--- config.mk ---
export PLATFORM = sky130hd
export DESIGN_NAME = axi_rd_arbiter
export DESIGN_NICKNAME = d
export VERILOG_FILES = /design/src/rtl/axi_rd_arbiter.sv
export SDC_FILE = /design/constraint.sdc
export NUM_CORES = 1
export LEC_CHECK = 0
export CAP_MARGIN = 20
export CORE_AREA = 2 2 97 99
export DETAILED_ROUTE_END_ITERATION = 8
export DIE_AREA = 0 0 99 101
export GPL_TIMING_DRIVEN = 0
export HOLD_SLACK_MARGIN = 0.08
export SYNTH_ARGS = -nofsm -noshare
export SYNTH_HDL_FRONTEND = slang
export SYNTH_SLANG_ARGS = --single-unit
--- constraint.sdc ---
create_clock -name clock -period 1.6 [get_ports clock]
set_clock_uncertainty 0.2 [all_clocks]
set_input_delay 0.24 -clock clock [delete_from_list [all_inputs] [get_ports clock]]
set_output_delay 0.24 -clock clock [all_outputs]
set_load 0.03 [all_outputs]
--- src/rtl/axi_rd_arbiter.sv ---
// Two-port arbiter for a single no-ID AXI read master: one outstanding transaction,
// the grant is held from AR issue through the RLAST handshake.
module axi_rd_arbiter #(
   parameter int ADDR_W = 64,
   parameter bit RR_EN  = 1'b1
) (
   input  logic                  clock,
   input  logic                  reset,
   input  logic [2*ADDR_W-1:0]   s_araddr,
   input  logic [15:0]           s_arlen,
   input  logic [5:0]            s_arsize,
   input  logic [3:0]            s_arburst,
   input  logic [1:0]            s_arvalid,
   output logic [1:0]            s_arready,
   output logic [1:0]            s_rvalid,
   input  logic [1:0]            s_rready,
   output logic [ADDR_W-1:0]     m_araddr,
   output logic [7:0]            m_arlen,
   output logic [2:0]            m_arsize,
   output logic [1:0]            m_arburst,
   output logic                  m_arvalid,
   input  logic                  m_arready,
   input  logic                  m_rvalid,
   input  logic                  m_rlast,
   output logic                  m_rready
);

   typedef enum logic [1:0] {ST_IDLE, ST_ADDR, ST_DATA} state_t;

   state_t r_st;
   state_t w_st_next;
   logic   r_gnt;
   logic   w_gnt_next;
   logic   r_last;
   logic   w_last_next;

   logic [ADDR_W-1:0] w_addr  [2];
   logic [7:0]        w_len   [2];
   logic [2:0]        w_size  [2];
   logic [1:0]        w_burst [2];

   genvar gi;
   generate
      for (gi = 0; gi < 2; gi++) begin : g_port
         assign w_addr[gi]  = s_araddr[gi*ADDR_W +: ADDR_W];
         assign w_len[gi]   = s_arlen[gi*8 +: 8];
         assign w_size[gi]  = s_arsize[gi*3 +: 3];
         assign w_burst[gi] = s_arburst[gi*2 +: 2];
      end
   endgenerate

   // Payload always follows the current owner; it only matters while m_arvalid is high.
   assign m_araddr  = w_addr[r_gnt];
   assign m_arlen   = w_len[r_gnt];
   assign m_arsize  = w_size[r_gnt];
   assign m_arburst = w_burst[r_gnt];

   always_ff @(posedge clock) begin
      if (reset) begin
         r_st   <= ST_IDLE;
         r_gnt  <= 1'b0;
         r_last <= 1'b1;
      end else begin
         r_st   <= w_st_next;
         r_gnt  <= w_gnt_next;
         r_last <= w_last_next;
      end
   end

   always_comb begin
      w_st_next   = r_st;
      w_gnt_next  = r_gnt;
      w_last_next = r_last;
      case (r_st)
         ST_IDLE: begin
            if (|s_arvalid) begin
               w_st_next = ST_ADDR;
               if (s_arvalid == 2'b11)
                  w_gnt_next = RR_EN ? ~r_last : 1'b0;
               else
                  w_gnt_next = s_arvalid[1];
            end
         end
         ST_ADDR: begin
            // A requester withdrawing before the handshake releases the bus.
            if (!s_arvalid[r_gnt])
               w_st_next = ST_IDLE;
            else if (m_arready)
               w_st_next = ST_DATA;
         end
         ST_DATA: begin
            if (m_rvalid && s_rready[r_gnt] && m_rlast) begin
               w_st_next   = ST_IDLE;
               w_last_next = r_gnt;
            end
         end
         default: w_st_next = ST_IDLE;
      endcase
   end

   always_comb begin
      s_arready = 2'b00;
      s_rvalid  = 2'b00;
      m_arvalid = 1'b0;
      m_rready  = 1'b0;
      case (r_st)
         ST_ADDR: begin
            m_arvalid        = s_arvalid[r_gnt];
            s_arready[r_gnt] = m_arready;
         end
         ST_DATA: begin
            s_rvalid[r_gnt] = m_rvalid;
            m_rready        = s_rready[r_gnt];
         end
         default: ;
      endcase
   end

endmodule
==> flow_metrics.tcl <==
set metrics [dict create \
    status "complete, but fails checks" \
    violations "setup timing" \
    drv_slew 0 \
    rows 35 \
    ir_drop_mv 0.208 \
    fillers 827 \
    synth_top_cell_area_share_pct 74.9 \
    cts_root_buffer "clkbuf_8" \
    grt_pass1_wl_um 10700 \
    worst-setup-path-type "register to output port" \
    setup_viol 83 \
    drc 0 \
    worst_pin_slew_ns 0.224 \
    clock-sinks 4 \
    syn_area_per_cell_um2 9.81 \
    syn_nets 281 \
    critPathLaunchType "register" \
    grt_max_degree 11 \
    via_count 2051 \
    rsz0062_at_grt "true" \
    antenna_found_initial 0 \
    worstSkewPairLatency_ns 0.22 \
    min_path_type "register to register" \
    htree_levels 1 \
    fin_crit_sh_pct 116 \
    p_sw_share_pct 36.2 \
    ant_nets 0 \
    fin_nets 549 \
    io_pins 246 \
    path_clk_slew_ns 0.03 \
    hpwl_um 6040 \
    start_util_pct 12.9 \
    synth.area.top_cells "mux2_2 (75%), dfxtp_1 (6.9%), buf_2 (3.9%)" \
    worst_slack_ns -0.251 \
    syn_to_final_growth_pct 301 \
    drt_pre_antenna_iters 4 \
    routedWlPerCell_um 16.0 \
    gr-total-overflow 0 \
    p_seq_share_pct 5.5 \
    postSynthCellCount 118 \
    p_total_uw 2110 \
    grt_usage_pct 13.4 \
    worstPathRequired_ns 1.16 \
    core_area_um2 8980 \
    hold_end "r_last$_SDFFE_PP1P_" \
    gp_congestion 0.762 \
    cap_violations 0 \
    setup_tns_ns -17.12 \
    holdPathStages 2 \
    seq_area_frac_synth_pct 6.92 \
    ys_types 15 \
    power_density_nw_per_um2 455 \
    die_x_um 99 \
    grt_pass1_vias 2110 \
    cts_made_buffers 3 \
    synth_warnings 0 \
    arrival_ns 1.41 \
    die_h_um 101 \
    cts_tree "built" \
    crit_path_end_kind "output port" \
    reg2reg_from "r_gnt$_SDFFE_PP0P_" \
    r2r.worst_path.cells 4 \
    synth_edf_count 0 \
    internal_power_uw 1350 \
    p_leak_uw 0.00200 \
    die_area_um2 10000 \
    async_flop_share_pct 0 \
    synth.most_common_cell "mux2_2" \
    cts.path.max_buffers 2 \
    synth_top_cell_by_area "mux2_2" \
    routed_wl_um 7940 \
    hold_violations 0 \
    max_freq_ghz 0.540 \
    min_period_ns 1.85 \
    netlist_area_um2 1160 \
    p_sw_uw 765 \
    slew-limit-headroom_pct 84.9 \
    p_clk_share_pct 9.9 \
    viasPerCell 4.14 \
    r2r-end "r_last$_SDFFE_PP1P_" \
    portBuffers 245 \
    dr.first_iter.drc_count 23 \
    drive_gt1_share_pct 52.3 \
    ys_ff_latch 4 \
    cp_max_fo 6 \
    startpoint "r_gnt$_SDFFE_PP0P_" \
    n_antenna_cell 0 \
    regToRegSetupSlack_ns 0.04 \
    power_frac_comb_pct 84.6 \
    hold_start "r_last$_SDFFE_PP1P_" \
    synth_ff_type "dfxtp_1" \
    synth_common_cells "mux2_2 (77), buf_2 (9), nor2_1 (6)" \
]
==> metal layers <==
metal	GRT usage, %	wire length (µm)	up-vias
met5	0	0	-
met4	1.90	35	0
met3	5.48	871	5
met2	25.5	4320	127
met1	14.0	2710	945
li1	-	-	974
==> per-stage QoR <==
step / setup slack (ns) / util [%] / cell area [µm²] / cells / hold WS (ns)
floorplan: -0.0378 / - / 1170 / 118 / 0.109
global placement: -0.812 / 41.9 / 3760 / 474 / 0.310
detailed placement: -0.817 / 41.9 / 3760 / 474 / 0.324
CTS: -0.297 / 46.0 / 4130 / 484 / 0.328
global route: -0.292 / 51.7 / 4640 / 495 / 0.353
finish: -0.251 / 51.7 / 4640 / 495 / 0.333
==> sequential cells by signal, indices dropped and copies added (netlist names) <==
name / flops
r_st: 2
r_last: 1
r_gnt: 1
==> worst max path at each step <==
| stage | cells after the start | to |
|---|---|---|
| final | 4 | m_araddr[35] |
| after global routing | 4 | m_araddr[51] |
| after CTS | 4 | m_arlen[4] |
| after detailed placement | 4 | m_araddr[29] |
| after global placement | 4 | m_araddr[29] |
| after floorplan | 3 | m_araddr[10] |
==> repair_timing <==
item / 4_1_cts / 5_1_grt
pin swaps: 0 / 1
buffers inserted: 5 / 5
hold buffers: 0 / 0
setup endpoints to repair: 83 / 83
cloned: 2 / 6
resized for setup: 619 / 90
==> power groups by stage <==
stage	Clock, µW	Sequential, µW	Combinational [µW]
after global placement	0	113	1410
after detailed placement	0	113	1410
final	209	116	1790
after CTS	215	115	1600
after floorplan	0	112	657
after global routing	223	117	1870
==> cells by family (layout without fill, tap and decap cells) <==
| family | after synthesis | count (layout) | share of synthesized area [%] |
|---|---|---|---|
| mux | 80 | 80 | 77.5 |
| simple gates | 19 | 19 | 8.32 |
| buf+inv | 9 | 275 | 3.89 |
| compound gates | 6 | 6 | 3.35 |
| flops | 4 | 4 | 6.92 |
==> placed cells by master (no fill, tap or decap), types with 3 or more instances in the layout <==
cell type / netlist / layout
buf_6: 0 / 86
nor2_1: 6 / 4
nand2_1: 4 / 4
buf_4: 0 / 6
clkbuf_8: 0 / 3
clkdlybuf4s50_1: 0 / 162
dfxtp_1: 4 / 3
buf_12: 0 / 8
mux2_4: 0 / 67
clkbuf_16: 0 / 6
mux2_2: 77 / 10
==> worst max-delay path: stages, from the launching register on <==
cell,delay (ns)
dfxtp_4,0.41
clkbuf_16,0.18
clkbuf_16,0.15
mux2_4,0.31
buf_6,0.14
==> cell type report <==
| class | count | area (µm²) | share of cell area [%] |
|---|---|---|---|
| Timing Repair Buffer | 263 | 2860 | 61.5 |
| Multi-Input combinational cell | 105 | 1350 | 29.0 |
| Buffer | 9 | 175 | 3.77 |
| Tap cell | 111 | 139 | 2.99 |
| Sequential cell | 4 | 83.8 | 1.81 |
| Clock buffer | 3 | 41.3 | 0.890 |
(Power assumes the default switching activity.)
